--- src/rtl/dmem_port_arbiter_if.sv ---
// Bus bundle for dmem_port_arbiter: CPU req/gnt port, host pulse port and memory port.
// The slave modport is the arbiter's view; the master modport is the surrounding system.
interface dmem_port_arbiter_if #(
  parameter int ADDR_W = 12
);
  logic              cpu_running;
  logic              cpu_req;
  logic              cpu_we;
  logic [ADDR_W-1:0] cpu_addr;
  logic [31:0]       cpu_wdata;
  logic [3:0]        cpu_wstrb;
  logic              cpu_gnt;
  logic              cpu_rvalid;
  logic [31:0]       cpu_rdata;

  logic              host_wr;
  logic              host_rd;
  logic [ADDR_W-1:0] host_addr;
  logic [31:0]       host_wdata;
  logic [3:0]        host_wstrb;
  logic              host_busy;
  logic              host_drop;
  logic              host_rvalid;
  logic [31:0]       host_rdata;

  logic              mem_en;
  logic [3:0]        mem_we;
  logic [ADDR_W-1:0] mem_addr;
  logic [31:0]       mem_wdata;
  logic [31:0]       mem_rdata;

  modport slave (
    input  cpu_running, cpu_req, cpu_we, cpu_addr, cpu_wdata, cpu_wstrb,
    output cpu_gnt, cpu_rvalid, cpu_rdata,
    input  host_wr, host_rd, host_addr, host_wdata, host_wstrb,
    output host_busy, host_drop, host_rvalid, host_rdata,
    output mem_en, mem_we, mem_addr, mem_wdata,
    input  mem_rdata
  );

  modport master (
    output cpu_running, cpu_req, cpu_we, cpu_addr, cpu_wdata, cpu_wstrb,
    input  cpu_gnt, cpu_rvalid, cpu_rdata,
    output host_wr, host_rd, host_addr, host_wdata, host_wstrb,
    input  host_busy, host_drop, host_rvalid, host_rdata,
    input  mem_en, mem_we, mem_addr, mem_wdata,
    output mem_rdata
  );
endinterface

--- src/rtl/dmem_port_arbiter.sv ---
// Data-memory port arbiter: CPU req/gnt vs. buffered host pulses with aging, owner-tagged read return.
// Optional statistics counters are enabled by defining DMEM_ARB_STATS_EN.
module dmem_port_arbiter #(
  parameter int ADDR_W        = 12,
  parameter int MEM_LAT       = 1,
  parameter int HOST_MAX_WAIT = 8,
  parameter int STAT_W        = 16
) (
  input  logic               S_AXI_ACLK,
  input  logic               S_AXI_ARESETN,
  dmem_port_arbiter_if.slave bus
`ifdef DMEM_ARB_STATS_EN
  ,
  output logic [STAT_W-1:0]  stat_cpu_gnt,
  output logic [STAT_W-1:0]  stat_host_gnt,
  output logic [STAT_W-1:0]  stat_conflict
`endif
);

  localparam int WAIT_W = (HOST_MAX_WAIT < 2) ? 1 : $clog2(HOST_MAX_WAIT + 1);
  localparam logic [WAIT_W-1:0] WAIT_MAX = WAIT_W'(HOST_MAX_WAIT);

  // CAPT is the one-cycle settle slot after capture; RDW waits for the host read to return.
  typedef enum logic [1:0] {H_IDLE, H_CAPT, H_PEND, H_RDW} hst_e;

  hst_e              state_q, state_d;
  logic              hb_we_q;
  logic [ADDR_W-1:0] hb_addr_q;
  logic [31:0]       hb_wdata_q;
  logic [3:0]        hb_wstrb_q;
  logic              drop_q, drop_d;
  logic [WAIT_W-1:0] wait_q, wait_d;
  logic [MEM_LAT-1:0] tag_vld_q, tag_own_q;

  logic host_pend, host_win, cpu_win, cap_en, rd_push, host_rv, cpu_rv, any_pulse;

  always_comb begin
    host_pend = (state_q == H_PEND);
    host_win  = host_pend && (!bus.cpu_running || (wait_q >= WAIT_MAX) || !bus.cpu_req);
    cpu_win   = bus.cpu_req && !host_win;
    rd_push   = (host_win && !hb_we_q) || (cpu_win && !bus.cpu_we);
    host_rv   = tag_vld_q[MEM_LAT-1] &&  tag_own_q[MEM_LAT-1];
    cpu_rv    = tag_vld_q[MEM_LAT-1] && !tag_own_q[MEM_LAT-1];
    any_pulse = bus.host_wr || bus.host_rd;
  end

  always_comb begin
    state_d = state_q;
    cap_en  = 1'b0;
    drop_d  = 1'b0;
    unique case (state_q)
      H_IDLE: begin
        if (any_pulse) begin
          cap_en  = 1'b1;
          state_d = H_CAPT;
          drop_d  = bus.host_wr && bus.host_rd;
        end
      end
      H_CAPT: begin
        drop_d  = any_pulse;
        state_d = H_PEND;
      end
      H_PEND: begin
        drop_d = any_pulse;
        if (host_win) state_d = hb_we_q ? H_IDLE : H_RDW;
      end
      H_RDW: begin
        drop_d = any_pulse;
        if (host_rv) state_d = H_IDLE;
      end
      default: state_d = H_IDLE;
    endcase
  end

  always_comb begin
    wait_d = wait_q;
    if (host_win)                              wait_d = '0;
    else if (host_pend && (wait_q < WAIT_MAX)) wait_d = wait_q + WAIT_W'(1);
  end

  always_comb begin
    bus.cpu_gnt   = cpu_win;
    bus.mem_en    = host_win || cpu_win;
    bus.mem_we    = 4'b0;
    bus.mem_addr  = '0;
    bus.mem_wdata = '0;
    if (host_win) begin
      bus.mem_we    = hb_we_q ? hb_wstrb_q : 4'b0;
      bus.mem_addr  = hb_addr_q;
      bus.mem_wdata = hb_wdata_q;
    end else if (cpu_win) begin
      bus.mem_we    = bus.cpu_we ? bus.cpu_wstrb : 4'b0;
      bus.mem_addr  = bus.cpu_addr;
      bus.mem_wdata = bus.cpu_wdata;
    end
    bus.host_busy   = (state_q != H_IDLE);
    bus.host_drop   = drop_q;
    bus.host_rvalid = host_rv;
    bus.cpu_rvalid  = cpu_rv;
    bus.host_rdata  = host_rv ? bus.mem_rdata : 32'h0;
    bus.cpu_rdata   = cpu_rv  ? bus.mem_rdata : 32'h0;
  end

  always_ff @(posedge S_AXI_ACLK or negedge S_AXI_ARESETN) begin
    if (!S_AXI_ARESETN) begin
      state_q   <= H_IDLE;
      drop_q    <= 1'b0;
      wait_q    <= '0;
      tag_vld_q <= '0;
      tag_own_q <= '0;
    end else begin
      state_q      <= state_d;
      drop_q       <= drop_d;
      wait_q       <= wait_d;
      // Tag pipeline: entry MEM_LAT-1 lines up with mem_rdata of the tagged access.
      tag_vld_q[0] <= rd_push;
      tag_own_q[0] <= host_win;
      for (int i = 1; i < MEM_LAT; i++) begin
        tag_vld_q[i] <= tag_vld_q[i-1];
        tag_own_q[i] <= tag_own_q[i-1];
      end
    end
  end

  // Buffer payload is qualified by state_q, so it needs no reset.
  always_ff @(posedge S_AXI_ACLK) begin
    if (cap_en) begin
      hb_we_q    <= bus.host_wr;
      hb_addr_q  <= bus.host_addr;
      hb_wdata_q <= bus.host_wdata;
      hb_wstrb_q <= bus.host_wstrb;
    end
  end

`ifdef DMEM_ARB_STATS_EN
  function automatic logic [STAT_W-1:0] sat_inc(input logic [STAT_W-1:0] v);
    return (&v) ? v : v + STAT_W'(1);
  endfunction

  always_ff @(posedge S_AXI_ACLK or negedge S_AXI_ARESETN) begin
    if (!S_AXI_ARESETN) begin
      stat_cpu_gnt  <= '0;
      stat_host_gnt <= '0;
      stat_conflict <= '0;
    end else begin
      if (cpu_win)                   stat_cpu_gnt  <= sat_inc(stat_cpu_gnt);
      if (host_win)                  stat_host_gnt <= sat_inc(stat_host_gnt);
      if (host_pend && bus.cpu_req)  stat_conflict <= sat_inc(stat_conflict);
    end
  end
`endif

endmodule

--- src/flat_wrapper.sv ---
// flat-port wrapper written by rule: the top's interface ports become plain ports
module dmem_port_arbiter_flat 
#(
  parameter int ADDR_W        = 12,
  parameter int MEM_LAT       = 1,
  parameter int HOST_MAX_WAIT = 8,
  parameter int STAT_W        = 16
)
  (S_AXI_ACLK, S_AXI_ARESETN, bus_cpu_running, bus_cpu_req, bus_cpu_we, bus_cpu_addr, bus_cpu_wdata, bus_cpu_wstrb, bus_cpu_gnt, bus_cpu_rvalid, bus_cpu_rdata, bus_host_wr, bus_host_rd, bus_host_addr, bus_host_wdata, bus_host_wstrb, bus_host_busy, bus_host_drop, bus_host_rvalid, bus_host_rdata, bus_mem_en, bus_mem_we, bus_mem_addr, bus_mem_wdata, bus_mem_rdata);
  dmem_port_arbiter_if #(.ADDR_W(ADDR_W)) bus_i ();
  input  logic S_AXI_ACLK;
  input  logic S_AXI_ARESETN;
  input wire logic [$bits(bus_i.cpu_running)-1:0] bus_cpu_running;
  input wire logic [$bits(bus_i.cpu_req)-1:0] bus_cpu_req;
  input wire logic [$bits(bus_i.cpu_we)-1:0] bus_cpu_we;
  input wire logic [$bits(bus_i.cpu_addr)-1:0] bus_cpu_addr;
  input wire logic [$bits(bus_i.cpu_wdata)-1:0] bus_cpu_wdata;
  input wire logic [$bits(bus_i.cpu_wstrb)-1:0] bus_cpu_wstrb;
  output wire logic [$bits(bus_i.cpu_gnt)-1:0] bus_cpu_gnt;
  output wire logic [$bits(bus_i.cpu_rvalid)-1:0] bus_cpu_rvalid;
  output wire logic [$bits(bus_i.cpu_rdata)-1:0] bus_cpu_rdata;
  input wire logic [$bits(bus_i.host_wr)-1:0] bus_host_wr;
  input wire logic [$bits(bus_i.host_rd)-1:0] bus_host_rd;
  input wire logic [$bits(bus_i.host_addr)-1:0] bus_host_addr;
  input wire logic [$bits(bus_i.host_wdata)-1:0] bus_host_wdata;
  input wire logic [$bits(bus_i.host_wstrb)-1:0] bus_host_wstrb;
  output wire logic [$bits(bus_i.host_busy)-1:0] bus_host_busy;
  output wire logic [$bits(bus_i.host_drop)-1:0] bus_host_drop;
  output wire logic [$bits(bus_i.host_rvalid)-1:0] bus_host_rvalid;
  output wire logic [$bits(bus_i.host_rdata)-1:0] bus_host_rdata;
  output wire logic [$bits(bus_i.mem_en)-1:0] bus_mem_en;
  output wire logic [$bits(bus_i.mem_we)-1:0] bus_mem_we;
  output wire logic [$bits(bus_i.mem_addr)-1:0] bus_mem_addr;
  output wire logic [$bits(bus_i.mem_wdata)-1:0] bus_mem_wdata;
  input wire logic [$bits(bus_i.mem_rdata)-1:0] bus_mem_rdata;
  assign bus_i.cpu_running = bus_cpu_running;
  assign bus_i.cpu_req = bus_cpu_req;
  assign bus_i.cpu_we = bus_cpu_we;
  assign bus_i.cpu_addr = bus_cpu_addr;
  assign bus_i.cpu_wdata = bus_cpu_wdata;
  assign bus_i.cpu_wstrb = bus_cpu_wstrb;
  assign bus_cpu_gnt = bus_i.cpu_gnt;
  assign bus_cpu_rvalid = bus_i.cpu_rvalid;
  assign bus_cpu_rdata = bus_i.cpu_rdata;
  assign bus_i.host_wr = bus_host_wr;
  assign bus_i.host_rd = bus_host_rd;
  assign bus_i.host_addr = bus_host_addr;
  assign bus_i.host_wdata = bus_host_wdata;
  assign bus_i.host_wstrb = bus_host_wstrb;
  assign bus_host_busy = bus_i.host_busy;
  assign bus_host_drop = bus_i.host_drop;
  assign bus_host_rvalid = bus_i.host_rvalid;
  assign bus_host_rdata = bus_i.host_rdata;
  assign bus_mem_en = bus_i.mem_en;
  assign bus_mem_we = bus_i.mem_we;
  assign bus_mem_addr = bus_i.mem_addr;
  assign bus_mem_wdata = bus_i.mem_wdata;
  assign bus_i.mem_rdata = bus_mem_rdata;
  dmem_port_arbiter #(.ADDR_W(ADDR_W), .MEM_LAT(MEM_LAT), .HOST_MAX_WAIT(HOST_MAX_WAIT), .STAT_W(STAT_W)) u_core (.S_AXI_ACLK(S_AXI_ACLK), .S_AXI_ARESETN(S_AXI_ARESETN), .bus(bus_i));
endmodule
--- config.mk ---
export PLATFORM = sky130hd
export DESIGN_NAME = dmem_port_arbiter_flat
export DESIGN_NICKNAME = d
export VERILOG_FILES = /design/src/rtl/dmem_port_arbiter_if.sv /design/src/rtl/dmem_port_arbiter.sv /design/src/flat_wrapper.sv
export SDC_FILE = /design/constraint.sdc
export NUM_CORES = 1
export LEC_CHECK = 0
export CORE_AREA = 4 4 90 113
export DETAILED_ROUTE_END_ITERATION = 7
export DIE_AREA = 0 0 94 117
export PLACE_DENSITY = 0.86
export SYNTH_ARGS = -nofsm -noshare
export SYNTH_HDL_FRONTEND = slang
export SYNTH_SLANG_ARGS = --single-unit
--- constraint.sdc ---
create_clock -name S_AXI_ACLK -period 5.85 [get_ports S_AXI_ACLK]
set_input_delay 0.585 -clock S_AXI_ACLK [delete_from_list [all_inputs] [get_ports S_AXI_ACLK]]
set_output_delay 0.585 -clock S_AXI_ACLK [all_outputs]
set_load 0.01 [all_outputs]
==> run metrics, run 1 <==
initial antenna violation count=2; setup slack after layout=1840 ps; pre-CTS WS=1830 ps; synthesized net count=471; GRT Residual Overflow=0; GR Util met3=7.03%; Largest stage delay, worst path=850 ps; # hold bufs at CTS=0; Vias/cell=4.94; PortBufs=252; critical path depth in cells=5; DRC Markers=0; CTS tree=built; clock power share=23.1%; Logic pwr share=48.0%; std cell rows=39; CP cell instances=and2b_2, nand2_8, inv_2, o21ai_0, clkdlybuf4s50_1; highest clock rate=249 MHz; largest net degree at the start of global routing=54; flop2flop setup slack=3330 ps; Yosys warnings=0; Slew Limit Fails=0; final std cells w/o fill=697; VDD IR-drop max=233 µV; cells resized by post-CTS repair=0; most frequently used flop master after synthesis=edfxtp_1; Avg WL per Cell=16.9 µm; Initial Utilization=36.3%; Hold Path Class=flop to flop; count leader, synth=nand2_1; Mapped Area=0.00330 mm²; GPL Wtd Cong=0.763; CTS Buffer Depth=2; dpl cells=683; Detailed Routing Iterations Pass 1=4; Worst setup SP type=flop; RR Startpoint=u_core.state_q[0]$_DFFE_PN0P_; Gate Count Post-Synth=334; Critical Path Fanout Max=47; worst reg2reg path depth=4; CTS sink count=58; die width=94 µm; Filler cells=723; via count=3442; num ports=253; top cells by count, synth=nand2_1, edfxtp_1, nand3_1; library cells used by synthesis=31; post-CTS setup buffers=0; RSZ-0062 raised after global routing=false; Psw=706 µW; cell internal pwr=1370 µW; switching share of total power=34.0%; PD cells=340 mW/mm²; post-synth top area share=44.6%; Tcrit/Tclk final=68.6%; WHS=538 ps; Setup TNS=0 ps; Tmin final=4010 ps; Core Region=0.00908 mm²; htree depth=3; total routed wirelength=11800 µm; Slew @ Worst Pin=1070 ps; Worst setup EP type=output pin; Async SR Flop Fraction=15.5%; CP required=5270 ps; critical path type=flop to output pin; Mean Syn Cell Area=9.87 µm²; Worst EP arrival=3430 ps; area of the multi-input gates=0.00143 mm²; worst reg2reg path endpoint=u_core.wait_q[2]$_DFFE_PN0P_; final setup skew=7.62 ps; Worst path top cell family by delay=buffers and inverters; diodes inserted=0; Pleak=0.00235 µW; net count reported at finish=708; clock root cell=clkbuf_16; met2 global-route usage=40.5%; met1 GRT Util=18.9%; leading area contributor after synthesis=edfxtp_1; number of buffers created by CTS=9; Detailed Route Iter0 Violations=125; vias in the first global route=3575; clk slew on worst S/H paths=50 ps; leading post-synthesis cells by cell area=edfxtp_1, nand3_1, o21ai_2, dfrtp_1, and2_1; #FFs+latches synth=58; max cap viols=0; busiest layer in global routing=met2; total die area=0.0110 mm²; Post-DP HPWL=9310 µm; EDFF count, synth=49; Sequential Area=0.00170 mm²; Sequential Power Share=28.8%; outcome=finished clean; Hold Vio Cnt, Final=0; first-pass GRT wire length=17300 µm; Worst setup endpoint=bus_mem_addr[3]; crit path buf inv count=2; Setup crit start=u_core.state_q[0]$_DFFE_PN0P_; Die H=117 µm; sequential-to-total area share from yosys stat=51.5%; crit path max-delay cell type=and2b_2; gr usage total=20.4%; final setup vio count=0; slew margin rel.=28.6%; layout cells sized above 1=8.71%; Syn-to-layout area delta=85.5%; ANT nets after route=0; worst skew pair latency=310 ps
-- worst min-delay path by stage --
stage,cells after the start,slack (ps),startpoint,end
after floorplan,0,290,S_AXI_ARESETN,u_core.bus.host_drop$_DFF_PN0_
after global placement,2,520,u_core.wait_q[3]$_DFFE_PN0P_,u_core.wait_q[3]$_DFFE_PN0P_
after detailed placement,2,520,u_core.wait_q[3]$_DFFE_PN0P_,u_core.wait_q[3]$_DFFE_PN0P_
after CTS,2,530,u_core.wait_q[3]$_DFFE_PN0P_,u_core.wait_q[3]$_DFFE_PN0P_
after global routing,2,570,u_core.wait_q[3]$_DFFE_PN0P_,u_core.wait_q[3]$_DFFE_PN0P_
final,2,540,u_core.wait_q[3]$_DFFE_PN0P_,u_core.wait_q[3]$_DFFE_PN0P_
-- logic make-up (layout without fill, tap and decap cells) --
group | count (synthesis) | count (layout) | synth area share (%)
buffers and inverters | 34 | 274 | 5.47
muxes | 4 | 4 | 1.21
DFF | 58 | 58 | 51.5
xor gates and xnor gates | 1 | 1 | 0.266
AOI/OAI and AO/OA | 52 | 52 | 11.3
adders and majority gates | 3 | 3 | 1.06
and+or+nand+nor | 182 | 182 | 29.2
-- final cells by class --
type	instances	area share, %
clock buffer	9	3.68
clock inverter	5	0.778
inverter	4	0.246
multi-input combinational	242	23.3
sequential	58	27.8
tap	123	2.52
timing repair buffer	256	41.7
-- power by group through the flow --
stage	clock network, µW	registers (µW)	logic [µW]
after floorplan	0	568	527
after global placement	0	599	983
after detailed placement	0	604	1010
after CTS	492	597	1010
after global routing	510	610	1080
final	480	598	998
-- sequential cells by signal, indices dropped and copies added (netlist names) --
| name | count |
|---|---|
| u_core.hb_wdata_q | 32 |
| u_core.hb_addr_q | 12 |
| u_core.hb_wstrb_q | 4 |
| u_core.wait_q | 4 |
| u_core.state_q | 2 |
| u_core.bus.host_drop | 1 |
| u_core.hb_we_q | 1 |
| u_core.tag_own_q | 1 |
| u_core.tag_vld_q | 1 |
-- worst reg2reg max path, cell delays in order (launching register included) --
cell	delay, ps
dfrtp_1	420
and2b_2	850
nand2_8	130
inv_2	820
nor2_1	130
-- stage by stage --
step                      util, %  total power (µW)  instance area (µm²)
after detailed placement     64.3              1610                 5840
after global placement       64.3              1580                 5840
after global routing         67.3              2200                 6110
after CTS                    67.3              2100                 6110
final                        67.3              2080                 6110
after floorplan                 -              1100                 3300
-- metal layers --
metal,part of all wire (%),wire length [µm],vias to the layer above
met5,0.23,27,-
met4,1.7,201,4
met3,10,1180,20
met2,55,6500,185
met1,33,3900,1579
li1,-,-,1654
-- placed cells by master (no fill, tap or decap), types with 2 or more instances in the layout --
cell type and count:
clkdlybuf4s50_1 251, nand2_1 50, edfxtp_1 49, nand3_1 48, and2_1 34, and3_1 33, o21ai_2 27, o21ai_0 21
clkbuf_16 9, dfrtp_1 9, mux2i_1 4, nor2_1 4, buf_4 4, inv_1 3, nand2b_1 3, nor2b_1 2
nand3b_1 2, or2_2 2, ha_1 2, clkinv_1 2, clkinv_2 2
(Power assumes the default switching activity.)
==> run 2, diff against run 1 <==
Settings changed: CORE_AREA 4 4 90 113 to 4 4 94 118, DIE_AREA 0 0 94 117 to 0 0 98 122, PLACE_DENSITY 0.86 to 0.79.
Clock period 5.85 ns to 4 ns, I/O delays scaled along.
==> run metrics, run 2 (synthesized netlist as in run 1, its figures left out) <==
outcome=finished clean; Worst EP arrival=2600 ps; busiest layer in global routing=met2; Initial Utilization=32.9%; Sequential Area=0.00170 mm²; crit path max-delay cell type=clkdlybuf4s50_1; die width=98 µm; max cap viols=0; final setup vio count=0; slew margin rel.=46.5%; utilization after layout=62.0%; total die area=0.0120 mm²; largest net degree at the start of global routing=47; largest reg by FF count=u_core.hb_wdata_q; Detailed Route Iter0 Violations=135; num ports=253; max FFs per register=32; PD cells=517 mW/mm²; highest clock rate=333 MHz; Most common cell on crit path=clkdlybuf4s50_1; Hold Path Class=input port to asynchronous set/reset pin; cells resized by post-CTS repair=0; worst reg2reg path depth=3; GR Util met3=6.13%; Core Region=0.0100 mm²; Design Power=3200 µW; commonest non-fill, non-tap cell in the layout=clkdlybuf4s50_1; CP required=3600 ps; worst skew pair latency=310 ps; # hold bufs at CTS=0; ANT nets after route=0; CTS sink count=58; Setup TNS=0 ps; CTS Buffer Depth=2; GPL Wtd Cong=0.968; htree depth=3; Psw=1050 µW; Critical Path Fanout Max=27; most frequent cells in the layout=clkdlybuf4s50_1, nand2_1, edfxtp_1, nand3_1, and2_1; DRC Markers=0; GRT Residual Overflow=0; Syn-to-layout area delta=88.1%; met1 GRT Util=20.0%; Worst setup EP type=output pin; via count=3371; CTS tree=built; Slew Limit Fails=0; Vias/cell=4.76; largest registers=u_core.hb_wdata_q x32, u_core.hb_addr_q x12; critical path type=input port to output pin; layout cells sized above 1=9.17%; Tcrit/Tclk final=75.0%; Hold Vio Cnt, Final=0; clock power share=26.8%; gr usage total=19.5%; Die H=122 µm; initial antenna violation count=2; switching share of total power=32.8%; Post-DP HPWL=9930 µm; Detailed Routing Iterations Pass 1=4; Logic pwr share=46.0%; critical path depth in cells=7; CP cell instances=clkdlybuf4s50_1, nand3b_1, nand2_8, inv_2, buf_4, o21ai_2, clkdlybuf4s50_1; met2 global-route usage=37.9%; post-CTS setup buffers=0; first-pass GRT wire length=18000 µm; Avg WL per Cell=17.4 µm; total routed wirelength=12300 µm; vias in the first global route=3491; net count reported at finish=710; VDD IR-drop max=286 µV; PortBufs=252; crit path buf inv count=4; Sequential Power Share=27.2%; Slew @ Worst Pin=803 ps; number of buffers created by CTS=9; Worst setup SP type=input port; RSZ-0062 raised after global routing=false; std cell rows=41; Tmin final=3000 ps; Largest stage delay, worst path=490 ps; cell internal pwr=2150 µW; clock root cell=clkbuf_16; area of the multi-input gates=0.00143 mm²; Filler cells=852; clk slew on worst S/H paths=50 ps; final setup skew=5.23 ps; Pleak=0.00239 µW; Worst path top cell family by delay=buffers and inverters
## run 2: changes by cell type in the layout (fill, tap and decap cells not counted), sizes merged
cell	previous run	this run
buf	5	7
bufinv	1	3
clkbuf	9	11
clkinv	4	2
diode	0	1
## run 2: power by group through the flow
stage          Sequential [µW]  Combinational [µW]  Clock (µW)
3_5_place_dp               879                1490           0
4_1_cts                    869                1500         875
5_1_grt                    889                1590         902
6_report                   872                1480         858
2_1_floorplan              831                 771           0
3_3_place_gp               875                1470           0
## run 2: per-layer routing
metal  vias up  share of wire (%)
met5         -               0.11
met2       160                 54
met1      1535                 37
met3        10                7.7
met4         2                1.1
li1       1664                  -
## run 2: final cells by class
cell class	instances	area share, %
timing repair buffer	258	41.3
sequential	58	27.4
multi-input combinational	242	23.0
clock buffer	11	3.75
tap	129	2.60
clock inverter	5	1.65
inverter	4	0.242
antenna	1	0.0404
## run 2: worst paths after layout
path / startpoint / endpoint / slack, ps
setup / recovery: bus_cpu_running / bus_mem_wdata[28] / 1000
hold / removal: S_AXI_ARESETN / u_core.bus.host_drop$_DFF_PN0_ / 390
setup reg to reg: u_core.state_q[1]$_DFFE_PN0P_ / u_core.hb_addr_q[2]$_DFFE_PP_ / 1790
hold reg to reg: u_core.wait_q[3]$_DFFE_PN0P_ / u_core.wait_q[3]$_DFFE_PN0P_ / 550
max in group asynchronous: S_AXI_ARESETN / u_core.wait_q[3]$_DFFE_PN0P_ / 3320
min in group S_AXI_ACLK: u_core.wait_q[3]$_DFFE_PN0P_ / u_core.wait_q[3]$_DFFE_PN0P_ / 550
## run 2: metrics by stage
stage	hold slack, ps	cell area, µm²	instances	worst slack (ps)
floorplan	104	3300	334	705
global placement	508	5860	691	1070
detailed placement	521	5860	691	990
global route	408	6200	708	867
CTS	392	6200	707	984
finish	388	6200	708	1000
## run 2: worst reg2reg max path: stages (launching register included)
cell     delay (ps)
dfrtp_1         440
or2_2           360
nor2_4          620
buf_4           450
==> run 3, diff against run 2 <==
Clock period 4 ns to 3 ns, I/O delays scaled along.
==> run metrics, run 3 (synthesized netlist as in run 1, its figures left out) <==
Largest stage delay, worst path=560 ps; flop2flop setup slack=1250 ps; num ports=253; # hold bufs at CTS=0; Tmin final=2600 ps; worst skew pair latency=320 ps; largest registers=u_core.hb_wdata_q x32, u_core.hb_addr_q x12; switching share of total power=34.1%; initial antenna violation count=2; Post-DP HPWL=9760 µm; Worst EP arrival=2300 ps; pre-CTS WS=427 ps; post-CTS setup buffers=0; outcome=finished clean; RSZ-0062 raised after global routing=false; cells resized by post-CTS repair=0; worst reg2reg path endpoint=u_core.hb_wdata_q[4]$_DFFE_PP_; GRT Residual Overflow=0; net count reported at finish=715; Core Region=0.0100 mm²; Hold Vio Cnt, Final=0; std cell rows=41; commonest non-fill, non-tap cell in the layout=clkdlybuf4s50_1; Worst setup EP type=output pin; layout cells sized above 1=9.26%; Detailed Route Iter0 Violations=63; PD cells=657 mW/mm²; Initial Utilization=32.9%; clock power share=21.3%; Worst setup SP type=flop; final setup vio count=0; diodes inserted=0; htree depth=3; via count=3432; Critical Path Fanout Max=17; CTS tree=built; first-pass GRT wire length=17800 µm; Avg WL per Cell=17.0 µm; placed instance area=0.00591 mm²; max cap viols=0; total die area=0.0120 mm²; PortBufs=252; Vias/cell=4.82; number of buffers created by CTS=9; max FFs per register=32; utilization after layout=61.6%; vias in the first global route=3494; CTS sink count=58; total routed wirelength=12100 µm; clk slew on worst S/H paths=50 ps; crit path max-delay cell type=clkdlybuf4s50_1; clock root cell=clkbuf_16; CTS Buffer Depth=2; cell internal pwr=2670 µW; most frequent cells in the layout=clkdlybuf4s50_1, nand2_1, edfxtp_1, nand3_1, and2_1; Psw=1380 µW; CP required=2700 ps; Detailed Routing Iterations Pass 1=5; GPL Wtd Cong=0.919; Sequential Power Share=27.0%; setup slack after layout=399 ps; CP cell instances=nand3b_1, nand2_8, inv_2, buf_4, o21ai_0, clkdlybuf4s50_1; Syn-to-layout area delta=87.0%; worst reg2reg path depth=3; gr usage total=19.3%; RR Startpoint=u_core.state_q[1]$_DFFE_PN0P_; ANT nets after route=0; die width=98 µm; Slew Limit Fails=0; DRC Markers=0; critical path type=flop to output pin; Slew @ Worst Pin=470 ps; final setup skew=4.96 ps; Hold Path Class=input port to asynchronous set/reset pin; Tcrit/Tclk final=86.7%; WHS=285 ps; highest clock rate=384 MHz; largest reg by FF count=u_core.hb_wdata_q; Logic pwr share=51.7%; largest net degree at the start of global routing=46; Setup TNS=0 ps; Die H=122 µm; Filler cells=848; Pleak=0.00238 µW; slew margin rel.=68.7%; post-route cell area=0.00616 mm²; VDD IR-drop max=346 µV
## run 3: worst max path at each step
| stage | start | to | slack [ps] | cells after the start |
|---|---|---|---|---|
| 3_5_place_dp | bus_cpu_running | bus_mem_wdata[3] | 430 | 7 |
| 4_1_cts | u_core.state_q[0]$_DFFE_PN0P_ | bus_mem_wdata[3] | 380 | 6 |
| 3_3_place_gp | bus_cpu_running | bus_mem_addr[11] | 450 | 7 |
| 6_report | u_core.wait_q[3]$_DFFE_PN0P_ | bus_mem_wdata[3] | 400 | 6 |
| 5_1_grt | u_core.wait_q[3]$_DFFE_PN0P_ | bus_mem_addr[1] | 240 | 6 |
| 2_1_floorplan | u_core.state_q[0]$_DFFE_PN0P_ | u_core.hb_addr_q[0]$_DFFE_PP_ | 520 | 2 |
## run 3: critical path: cells and delay by family, from the launching register on
kind,cells,cell delay (ps)
compound gates,1,190
flops,1,390
buf+inv,3,940
simple gates,2,450
## run 3: final cells by class
class | count | area (µm²) | share of cell area [%]
clock buffers | 15 | 248 | 4.02
repair buffers | 263 | 2610 | 42.4
inverters | 4 | 15.0 | 0.244
clock inverters | 1 | 3.75 | 0.0609
multi-input cells | 242 | 1430 | 23.1
well taps | 129 | 161 | 2.62
flip-flops and latches | 58 | 1700 | 27.5
## run 3: through the flow
stage	power (µW)	instances
floorplan	2130	334
global placement	3180	696
detailed placement	3230	696
CTS	4110	712
global route	4290	712
finish	4050	712
## run 3: layer usage
layer  GRT usage, %  up-vias  share of wire [%]
li1               -     1667                  -
met1           18.4     1569                 34
met2           37.8      164                 56
met3           5.15       28                6.8
met4           9.26        4                3.1
met5              0        -               0.22
## run 3: power by group through the flow
stage	Combinational, µW	Clock, µW	Sequential, µW
final	2090	862	1100
after global placement	2080	0	1100
after CTS	2130	885	1100
after detailed placement	2120	0	1110
after global routing	2250	931	1110
after floorplan	1030	0	1100
